--- src/rtl/cache_refill_engine.sv ---
// Miss-handling engine: optional dirty-victim writeback, line refill over the SRAM-style bus,
// and cache_table bank/tag/valid/dirty writes, with optional store merge on write misses.
module cache_refill_engine #(
    parameter  int NUM_WAY        = 2,
    parameter  int BYTES_PER_LINE = 16,
    parameter  int NUM_LINE       = 256,
    localparam int WORDS_PER_LINE = BYTES_PER_LINE / 4,
    localparam int BANK_NUM_WIDTH = $clog2(WORDS_PER_LINE),
    localparam int INDEX_WIDTH    = $clog2(NUM_LINE),
    localparam int OFFSET_WIDTH   = $clog2(BYTES_PER_LINE),
    localparam int TAG_WIDTH      = 32 - INDEX_WIDTH - OFFSET_WIDTH,
    localparam int BITS_PER_LINE  = BYTES_PER_LINE * 8
) (
    input  logic                      clk,
    input  logic                      resetn,
    input  logic                      req_valid,
    output logic                      req_ready,
    input  logic [INDEX_WIDTH-1:0]    req_index,
    input  logic [TAG_WIDTH-1:0]      req_tag,
    input  logic [NUM_WAY-1:0]        req_way,
    input  logic                      victim_dirty,
    input  logic [TAG_WIDTH-1:0]      victim_tag,
    input  logic [BITS_PER_LINE-1:0]  victim_line,
    input  logic                      req_wr,
    input  logic [BANK_NUM_WIDTH-1:0] req_bank,
    input  logic [31:0]               req_wdata,
    input  logic [3:0]                req_wstrb,
    output logic                      done,
    output logic                      err,
    output logic                      rd_req,
    input  logic                      rd_rdy,
    output logic [2:0]                rd_type,
    output logic [31:0]               rd_addr,
    input  logic                      ret_valid,
    input  logic                      ret_last,
    input  logic [31:0]               ret_data,
    output logic                      wr_req,
    input  logic                      wr_rdy,
    output logic [2:0]                wr_type,
    output logic [31:0]               wr_addr,
    output logic [3:0]                wr_wstrb,
    output logic [BITS_PER_LINE-1:0]  wr_data,
    output logic                      write,
    output logic [NUM_WAY-1:0]        write_way,
    output logic [INDEX_WIDTH-1:0]    write_index,
    output logic [BANK_NUM_WIDTH-1:0] write_bank_num,
    output logic [31:0]               write_data,
    output logic [3:0]                write_strb,
    output logic [NUM_WAY-1:0]        tag_v_write_way,
    output logic [TAG_WIDTH-1:0]      tag_write,
    output logic                      v_write,
    output logic [NUM_WAY-1:0]        d_write_way,
    output logic                      d_write
);
    // Handshakes: a transfer happens on a cycle where both req/valid and rdy/ready are high;
    // the requester holds its request and payload stable until then.
    typedef enum logic [2:0] {IDLE, WB, RD, REFILL, DONE} state_t;

    state_t                    state_q, state_d;
    logic [BANK_NUM_WIDTH-1:0] cnt_q, cnt_d;
    logic                      err_q, err_d;
    logic [INDEX_WIDTH-1:0]    index_q;
    logic [TAG_WIDTH-1:0]      tag_q, vtag_q;
    logic [NUM_WAY-1:0]        way_q;
    logic [BITS_PER_LINE-1:0]  vline_q;
    logic                      wr_q;
    logic [BANK_NUM_WIDTH-1:0] bank_q;
    logic [31:0]               wdata_q;
    logic [3:0]                wstrb_q;
    logic [31:0]               mask;
    logic                      last_beat;

    always_ff @(posedge clk or negedge resetn) begin
        if (!resetn) begin
            state_q <= IDLE;
            cnt_q   <= '0;
            err_q   <= 1'b0;
            index_q <= '0;
            tag_q   <= '0;
            vtag_q  <= '0;
            way_q   <= '0;
            vline_q <= '0;
            wr_q    <= 1'b0;
            bank_q  <= '0;
            wdata_q <= '0;
            wstrb_q <= '0;
        end else begin
            state_q <= state_d;
            cnt_q   <= cnt_d;
            err_q   <= err_d;
            if (state_q == IDLE && req_valid) begin
                index_q <= req_index;
                tag_q   <= req_tag;
                vtag_q  <= victim_tag;
                way_q   <= req_way;
                vline_q <= victim_line;
                wr_q    <= req_wr;
                bank_q  <= req_bank;
                wdata_q <= req_wdata;
                wstrb_q <= req_wstrb;
            end
        end
    end

    always_comb begin
        for (int b = 0; b < 4; b++) begin
            mask[8*b +: 8] = {8{wstrb_q[b]}};
        end
    end

    assign last_beat = (cnt_q == BANK_NUM_WIDTH'(WORDS_PER_LINE - 1));
    assign err       = err_q;

    always_comb begin
        state_d         = state_q;
        cnt_d           = cnt_q;
        err_d           = err_q;
        req_ready       = 1'b0;
        done            = 1'b0;
        rd_req          = 1'b0;
        rd_type         = 3'b000;
        rd_addr         = '0;
        wr_req          = 1'b0;
        wr_type         = 3'b000;
        wr_addr         = '0;
        wr_wstrb        = 4'h0;
        wr_data         = '0;
        write           = 1'b0;
        write_way       = '0;
        write_index     = '0;
        write_bank_num  = '0;
        write_data      = '0;
        write_strb      = 4'h0;
        tag_v_write_way = '0;
        tag_write       = '0;
        v_write         = 1'b0;
        d_write_way     = '0;
        d_write         = 1'b0;
        case (state_q)
            IDLE: begin
                req_ready = 1'b1;
                if (req_valid) state_d = victim_dirty ? WB : RD;
            end
            WB: begin
                wr_req   = 1'b1;
                wr_type  = 3'b100;
                wr_wstrb = 4'hf;
                wr_addr  = {vtag_q, index_q, {OFFSET_WIDTH{1'b0}}};
                wr_data  = vline_q;
                if (wr_rdy) state_d = RD;
            end
            RD: begin
                rd_req  = 1'b1;
                rd_type = 3'b100;
                rd_addr = {tag_q, index_q, {OFFSET_WIDTH{1'b0}}};
                if (rd_rdy) begin
                    state_d = REFILL;
                    cnt_d   = '0;
                end
            end
            REFILL: begin
                if (ret_valid) begin
                    write          = 1'b1;
                    write_way      = way_q;
                    write_index    = index_q;
                    write_bank_num = cnt_q;
                    write_strb     = 4'hf;
                    write_data     = (wr_q && cnt_q == bank_q) ?
                                     ((wdata_q & mask) | (ret_data & ~mask)) : ret_data;
                    cnt_d          = cnt_q + 1'b1;
                    if (ret_last != last_beat) err_d = 1'b1;
                    // The line is invalidated on its first beat so an aborted refill never
                    // leaves a valid line with mixed old/new data.
                    if (cnt_q == '0) begin
                        tag_v_write_way = way_q;
                        tag_write       = tag_q;
                        v_write         = 1'b0;
                    end
                    if (last_beat) begin
                        tag_v_write_way = way_q;
                        tag_write       = tag_q;
                        v_write         = 1'b1;
                        d_write_way     = way_q;
                        d_write         = wr_q;
                        state_d         = DONE;
                    end
                end
            end
            DONE: begin
                done    = 1'b1;
                state_d = IDLE;
            end
            default: state_d = IDLE;
        endcase
    end
endmodule

--- config.mk ---
export PLATFORM = sky130hd
export DESIGN_NAME = cache_refill_engine
export DESIGN_NICKNAME = d
export VERILOG_FILES = /design/src/rtl/cache_refill_engine.sv
export SDC_FILE = /design/constraint.sdc
export NUM_CORES = 1
export LEC_CHECK = 0
export CAP_MARGIN = 40
export CORE_AREA = 4 4 207 209
export DETAILED_ROUTE_END_ITERATION = 8
export DIE_AREA = 0 0 211 213
export SYNTH_ARGS = -nofsm -noshare
export SYNTH_HDL_FRONTEND = slang
export SYNTH_SLANG_ARGS = --single-unit
--- constraint.sdc ---
create_clock -name clk -period 2.3 [get_ports clk]
set_input_delay 0.46 -clock clk [delete_from_list [all_inputs] [get_ports clk]]
set_output_delay 0.46 -clock clk [all_outputs]
set_load 0.01 [all_outputs]
==> metrics.cfg, run 1 <==
[timing]
hold_violations = 0
fin_crit_sh_pct = 115
maxClockFrequency_mhz = 377
max_slew_violations = 0
final_critical_path_setup_slack_ns = -0.353
timing.max_slew.rel_slack_pct = 59.6
finClkSkew_ns = 0.0204
worst_slew_pin_slew_ns = 0.605
post-route-min-period_ns = 2.65
unrepaired_setup_endpoints_after_global_routing = true
setup_viol_count_final = 266

[setup_path]
criticalPathCategory = flip-flop to output pin
crit_path_top_delay_cell = dfrtp_2
r2r-end = wr_q
required_time_at_the_endpoint_of_the_critical_path_ns = 1.84
worstSetupEndpointType = output pin
critPathMaxFanout = 7
rr_worst_depth = 8
critical_path_arrival_ns = 2.19
worstPathCellList = and4b_4, buf_4, buf_8, buf_16, nand2_1, mux2i_1, buf_2
setup_slack_of_the_worst_register_to_register_path_ns = 0.14
worstReg2RegStart = state_q[2]
crit_family = buffers and inverters
critical_path_buf_inv_count = 4
worstSetupPathDepth = 7
worstSetupStartpointType = flip-flop
cpPeakStageDelay_ns = 0.44

[clock_tree]
cts_sinks = 223
cts-buffers-inserted = 27
ctsRootBufferMaster = clkbuf_16
clock_transition_at_the_registers_of_the_reported_paths_ns = 0.06
clock_path_buffers = 3
clock_insertion_delay_worst_skew_ns = 0.55
htree_levels = 1
cts_tree = done

[routing]
drt-initial-drc-count = 340
route.antenna.remaining_nets = 0
avgRoutedWirePerCell_microns = 19.9
routed_wirelength_microns = 42000
route.detailed.drc = 0
via_count = 9252
first_pass_iters = 4
vias_per_cell = 4.39

[global_routing]
grt.total_usage_pct = 17.6
global_route_wire_length_before_repair_microns = 61500
grt_start_max_net_pins = 72
overflow = 0
via_count_of_the_first_global_routing_pass = 9995
number_of_antenna_violations_at_the_first_check_in_global_routing = 3

[synth]
synth.yosys.warnings = 0
syn-cell-area_sq_um = 10800
synth_cells = 880
synth.top_cells.by_count = dfrtp_1, and2_1, mux2_1
dominant_synthesized_flop_cell = dfrtp_1
sequential_cell_area_fraction_in_the_yosys_report_pct = 51.7
postSynthRegisterBits = 223
post_synth.cell_area_avg_sq_um = 12.3
yosysMostFrequentCell = dfrtp_1
postSynth.asyncResetShare_pct = 100
ys_types = 33
synth_edf_count = 0
yosys.area.top_type_share_pct = 51.7
synthTopCellsByArea = dfrtp_1, mux2_1, and2_1
yosys.area.top_type = dfrtp_1

[cells_and_area]
fillCellCount = 3633
finalNetCount = 1812
drive_gt1_share_pct = 50.7
layout.cell_area.non_filler_sq_um = 20300
fin_util_pct = 49.6
flow.area_growth_from_synthesis_pct = 87.8

[floorplanning]
top_level_ports = 539
floorplan.die_area_sq_um = 44900
std_cell_rows = 74
core_sq_um = 40800
chipWidth_microns = 211
starting_density_pct = 26.4
die_h_microns = 213

[worst_hold_path]
hold_path_startpoint = err
whs_endpoint = err
hold-path-cell-count = 1
min-delay-path-class = flip-flop to flip-flop

[placement]
hpwlAfterDp_microns = 28100
detailed_place.area_sq_um = 16900
globalplace.congestion = 0.810
port_buffers = 526

[pwr]
design_power_total_mw = 21.1
static_leak_nw = 9.32
power.ir.vdd_worst_uv = 633
power_density_nw_per_um2 = 1040

[job]
timing.max_cap.violations = 0

[run_status]
failed_checks = setup timing
status = finished with violations

-- power by group --
part | switching (mW) | leakage [nW] | internal [mW] | total (mW)
clock | 1.70 | 0.436 | 2.47 | 4.17
sequential | 1.25 | 2.74 | 5.90 | 7.15
combinational | 3.65 | 6.15 | 6.13 | 9.79
total | 6.60 | 9.32 | 14.5 | 21.1
-- per-layer routing --
layer,GRT usage (%),routed length [microns]
met1,21.3,16400
met2,30.8,21400
met3,5.67,3280
met4,3.91,917
met5,0,7
-- per-stage QoR --
| stage | hold WS (ns) | setup WS, ns | setup TNS [ns] | std cells |
|---|---|---|---|---|
| global placement | 0.443 | -0.481 | -33.83 | 1928 |
| floorplan | 0.164 | 0.280 | 0 | 891 |
| finish | 0.453 | -0.353 | -50.10 | 2107 |
| global route | 0.472 | -0.436 | -74.41 | 2106 |
| detailed placement | 0.443 | -0.498 | -33.25 | 1928 |
| CTS | 0.456 | -0.384 | -62.84 | 2090 |
-- area by class of cell --
class / count / area (sq um) / area share, %
repair buffers: 712 / 7810 / 38.5
flip-flops and latches: 223 / 5580 / 27.5
multi-input cells: 586 / 5320 / 26.3
clock buffers: 43 / 836 / 4.12
well taps: 532 / 666 / 3.28
clock inverters: 6 / 33.8 / 0.167
inverters: 3 / 11.3 / 0.0556
diodes: 2 / 5.00 / 0.0247
-- logic make-up (layout without fill, tap and decap cells) --
logic type / Yosys count / count (layout) / synth area share (%)
other: 1 / 14 / 0.0347
flip-flops: 223 / 223 / 51.7
AO/OA/AOI/OAI: 12 / 12 / 0.788
buffers and inverters: 82 / 764 / 4.87
multiplexers: 249 / 249 / 25.6
XOR/XNOR: 3 / 3 / 0.243
adder cells (fa/ha/maj): 2 / 2 / 0.232
AND/OR/NAND/NOR: 308 / 308 / 16.5
-- placed cells by master, fill, tap and decap left out, types with 3 or more instances in the layout --
| cell | n |
|---|---|
| nand2_1 | 55 |
| buf_4 | 45 |
| clkbuf_8 | 10 |
| nor3_4 | 4 |
| mux2_1 | 130 |
| o21ai_0 | 3 |
| buf_6 | 265 |
| dfrtp_1 | 221 |
| clkbuf_16 | 30 |
| buf_12 | 39 |
| inv_1 | 3 |
| clkdlybuf4s50_1 | 256 |
| buf_8 | 14 |
| and2_1 | 39 |
| mux2_2 | 87 |
| clkbuf_1 | 6 |
| nand2_2 | 11 |
| clkinv_2 | 5 |
| mux2i_1 | 32 |
| and2_4 | 182 |
| buf_2 | 70 |
| nand2_4 | 3 |
| buf_16 | 18 |
| conb_1 | 12 |
-- registers in the layout, summed over array words and instances, names as in the netlist --
register	flops
bank_q	2
cnt_q	2
err	1
index_q	8
state_q	3
tag_q	20
vline_q	128
vtag_q	20
way_q	2
wdata_q	32
wr_q	1
wstrb_q	4
-- how the worst max path moves through the flow --
stage                                end  startpoint  slack (ns)
final                      write_data[6]  state_q[2]       -0.35
after global routing      write_data[14]  state_q[2]       -0.44
after CTS                 write_data[30]  state_q[1]       -0.38
after detailed placement   tag_write[19]   ret_valid       -0.50
after global placement     tag_write[19]   ret_valid       -0.48
after floorplan           write_data[24]    cnt_q[1]        0.28
-- worst reg2reg max path: cells and delay by family (launching register included) --
family / cells / cell delay (ns)
and+or+nand+nor: 2 / 0.40
buffers and inverters: 5 / 0.82
DFF: 1 / 0.44
muxes: 1 / 0.38
-- repair_timing --
item,4_1_cts,5_1_grt
setup buffers,87,36
pin swaps,88,68
endpoints found under the hold margin,62,0
cloned,26,3
gates resized for setup,1472,209
hold buffers,1,0
endpoints found under the setup margin,269,269
Note: power is estimated with default switching activity, not from simulation.
==> run 2: changes to the inputs <==
--- a/config.mk
+++ b/config.mk
@@ -5,10 +5,11 @@
 export SDC_FILE = /design/constraint.sdc
 export NUM_CORES = 1
 export LEC_CHECK = 0
+export ABC_AREA = 1
 export CAP_MARGIN = 40
-export CORE_AREA = 4 4 207 209
+export CORE_AREA = 4 4 208 210
 export DETAILED_ROUTE_END_ITERATION = 8
-export DIE_AREA = 0 0 211 213
+export DIE_AREA = 0 0 212 214
 export SYNTH_ARGS = -nofsm -noshare
 export SYNTH_HDL_FRONTEND = slang
 export SYNTH_SLANG_ARGS = --single-unit
==> constraint.sdc (replaced) <==
create_clock -name clk -period 2.2 [get_ports clk]
set_input_delay 0.44 -clock clk [delete_from_list [all_inputs] [get_ports clk]]
set_output_delay 0.44 -clock clk [all_outputs]
set_load 0.01 [all_outputs]
==> run 2 against run 1 <==
The flow still finishes with violations (setup timing). Wire length rose by 2.4%. Setup slack improved by 0.10 ns. First-iteration DRC count rose by 24%. Clock power rose by 7.7%. Cell count rose by 20%. Synthesized area rose by 0.79%. Die area rose by 0.95%. Register-to-register slack improved by 0.02 ns. Largest power group unchanged. Highest routed layer is now met4.
==> metrics.cfg, run 2 <==
[run_status]
status = finished with violations  ; unchanged
failed_checks = setup timing  ; unchanged

[cells_and_area]
multi_input_area_sq_um = 4400  ; was 5320 sq um
layout_common_cells = nor2_1, clkdlybuf4s50_1, dfrtp_1  ; was buf_6, clkdlybuf4s50_1, dfrtp_1
flip_flop_count_of_the_largest_register_all_copies_and_words_added = 128  ; unchanged
antenna-diode-count = 0  ; was 2
fin_util_pct = 44.0  ; was 49.6%
finalNetCount = 2240  ; was 1812
fillCellCount = 4206  ; was 3633
mostFrequentLayoutCell = nor2_1  ; was buf_6
top_regs = vline_q: 128 flops, wdata_q: 32 flops  ; unchanged
fin_cells = 2537  ; was 2107
final-seq-area_sq_um = 5580  ; about the same
flow.area_growth_from_synthesis_pct = 68.0  ; was 87.8%
largest-register = vline_q  ; unchanged
drive_gt1_share_pct = 24.2  ; was 50.7%

[setup_path]
worstPathCellList = inv_2, nand3_4, clkbuf_16, buf_4, clkbuf_16, nor2_1, buf_2  ; was and4b_4, buf_4, buf_8, buf_16, nand2_1, mux2i_1, buf_2
critical_path_arrival_ns = 2.01  ; was 2.19 ns
required_time_at_the_endpoint_of_the_critical_path_ns = 1.76  ; was 1.84 ns
criticalPathCategory = flip-flop to output pin  ; unchanged
crit_path_top_delay_cell = dfrtp_1  ; was dfrtp_2
timing.critical_path.mode_cell = clkbuf_16
cpPeakStageDelay_ns = 0.43  ; was 0.44 ns
setup_slack_of_the_worst_register_to_register_path_ns = 0.16  ; was 0.14 ns
worstSetupStartpointType = flip-flop  ; unchanged
worstSetupEndpointType = output pin  ; unchanged
critPathMaxFanout = 20  ; was 7
rr_worst_depth = 10  ; was 8

[floorplanning]
top_level_ports = 539  ; unchanged
starting_density_pct = 26.2  ; was 26.4%
core_sq_um = 41600  ; was 40800 sq um
floorplan.die_area_sq_um = 45400  ; was 44900 sq um
die_h_microns = 214  ; was 213 microns
std_cell_rows = 75  ; was 74
chipWidth_microns = 212  ; was 211 microns

[pwr]
switchingPower_mw = 9.29  ; was 6.60 mW
power_density_nw_per_um2 = 1270  ; was 1040 nW/um^2
static_leak_nw = 9.77  ; was 9.32 nW
power.ir.vdd_worst_uv = 705  ; was 633 uV
p_int_mw = 13.9  ; was 14.5 mW
part_of_the_total_power_dissipated_in_the_clock_network_pct = 19.4  ; was 19.7%
power.sequential.fraction_pct = 28.7  ; was 33.9%
power.share.combinational_pct = 52.0  ; was 46.4%
power_switching_share_pct = 40.1  ; was 31.3%

[synth]
postSynth.asyncResetShare_pct = 100  ; unchanged
synth.yosys.warnings = 0  ; unchanged
synth_cells = 1426  ; was 880
synthTopCellsByArea = dfrtp_1, nor2_1, inv_1  ; was dfrtp_1, mux2_1, and2_1
synth.top_cells.by_count = nor2_1, dfrtp_1, inv_1  ; was dfrtp_1, and2_1, mux2_1
ys_types = 24  ; was 33
yosysMostFrequentCell = nor2_1  ; was dfrtp_1
postSynthRegisterBits = 223  ; unchanged
yosys.area.top_type = dfrtp_1  ; unchanged
syn-cell-area_sq_um = 10900  ; was 10800 sq um
dominant_synthesized_flop_cell = dfrtp_1  ; unchanged
yosys.area.top_type_share_pct = 51.3  ; was 51.7%
post_synth.cell_area_avg_sq_um = 7.63  ; was 12.3 sq um
sequential_cell_area_fraction_in_the_yosys_report_pct = 51.3  ; was 51.7%
synth_edf_count = 0  ; unchanged

[placement]
globalplace.congestion = 0.871  ; was 0.810
hpwlAfterDp_microns = 29400  ; was 28100 microns
place.detailed.instances = 2445  ; was 1928
port_buffers = 526  ; unchanged

[global_routing]
overflow = 0  ; unchanged
via_count_of_the_first_global_routing_pass = 10981  ; was 9995
global_route_wire_length_before_repair_microns = 62800  ; was 61500 microns
grt.total_usage_pct = 17.2  ; was 17.6%
number_of_antenna_violations_at_the_first_check_in_global_routing = 1  ; was 3
grt_start_max_net_pins = 93  ; was 72

[routing]
vias_per_cell = 4.33  ; was 4.39
route.antenna.remaining_nets = 0  ; unchanged
route.detailed.drc = 0  ; unchanged
drt-initial-drc-count = 422  ; was 340
avgRoutedWirePerCell_microns = 16.9  ; was 19.9 microns
via_count = 10995  ; was 9252
first_pass_iters = 7  ; was 4
routed_wirelength_microns = 43000  ; was 42000 microns

[timing]
finClkSkew_ns = 0.0176  ; was 0.0204 ns
max_slew_violations = 0  ; unchanged
post-route-min-period_ns = 2.45
hold_violations = 0  ; unchanged
fin_crit_sh_pct = 111
final_critical_path_setup_slack_ns = -0.252  ; was -0.353 ns
setup_viol_count_final = 260  ; was 266
unrepaired_setup_endpoints_after_global_routing = true  ; unchanged
maxClockFrequency_mhz = 408

[clock_tree]
ctsRootBufferMaster = clkbuf_16  ; unchanged
cts-buffers-inserted = 26  ; was 27
cts_tree = done  ; unchanged
clock_insertion_delay_worst_skew_ns = 0.53  ; was 0.55 ns
cts_sinks = 223  ; unchanged
clock_path_buffers = 3  ; unchanged
htree_levels = 1  ; unchanged
clock_transition_at_the_registers_of_the_reported_paths_ns = 0.06  ; about the same

[job]
timing.max_cap.violations = 0  ; unchanged

[worst_hold_path]
min-delay-path-class = input port to asynchronous set/reset pin  ; was flip-flop to flip-flop

==> run 2: critical path, delay by kind of cell, from the launching register on <==
kind / cells / cell delay, ns
and+or+nand+nor: 2 / 0.24
DFF: 1 / 0.43
buffers and inverters: 5 / 0.81
==> run 2: what timing repair did <==
action,4_1_cts,5_1_grt
hold buffers,1,0
hold endpoints to repair,45,0
gates resized for setup,703,326
gates cloned,10,9
endpoints found under the setup margin,269,269
setup buffers,15,12
pin swaps,8,26
==> run 2: stage by stage <==
| stage | hold slack [ns] | TNS, ns | power (mW) | setup slack (ns) | cell area (sq um) |
|---|---|---|---|---|---|
| CTS | 0.415 | -51.38 | 22.4 | -0.269 | 17800 |
| global route | 0.438 | -71.56 | 24.9 | -0.374 | 18300 |
| floorplan | 0.144 | 0 | 12.4 | 0.421 | 10900 |
| detailed placement | 0.397 | -21.80 | 17.8 | -0.363 | 16700 |
| finish | 0.424 | -39.97 | 23.2 | -0.252 | 18300 |
| global placement | 0.393 | -19.16 | 17.6 | -0.298 | 16700 |
==> run 2: final timing paths <==
check                               endpoint         start
min in group clk                  wdata_q[7]  req_wdata[7]
worst max register to register  vline_q[118]    state_q[2]
worst min-delay path            vline_q[105]        resetn
worst min register to register   wdata_q[13]   wdata_q[13]
worst max-delay path             wr_data[99]    state_q[2]
max in group asynchronous         index_q[5]        resetn
==> run 2: layout make-up <==
class / count / area share [%]
clock inverter: 11 / 0.883
sequential: 223 / 30.5
timing repair buffer: 622 / 32.1
tap: 539 / 3.69
multi-input combinational: 884 / 24.1
clock buffer: 34 / 3.95
inverter: 224 / 4.69
==> run 2: cells by family after synthesis <==
| family | Yosys count | share of synthesized area [%] |
|---|---|---|
| AOI/OAI and AO/OA | 184 | 9.63 |
| and+or+nand+nor | 684 | 24.7 |
| other | 1 | 0.0345 |
| adders and majority gates | 2 | 0.230 |
| buffers and inverters | 330 | 13.9 |
| DFF | 223 | 51.3 |
| xor gates and xnor gates | 2 | 0.161 |
==> run 2: power groups by stage <==
stage / Clock (mW) / Combinational, mW / Sequential [mW]
3_5_place_dp: 0 / 11.2 / 6.64
2_1_floorplan: 0 / 5.85 / 6.52
3_3_place_gp: 0 / 11.0 / 6.60
6_report: 4.49 / 12.0 / 6.65
4_1_cts: 4.66 / 11.1 / 6.63
5_1_grt: 4.81 / 13.3 / 6.83
==> run 2: routing by layer <==
metal	track usage [%]	up-vias	share of wire, %
li1	-	5352	-
met1	21.9	5172	42
met2	28.8	404	48
met3	4.63	67	7.0
met4	4.84	0	3.0
met5	0	-	0
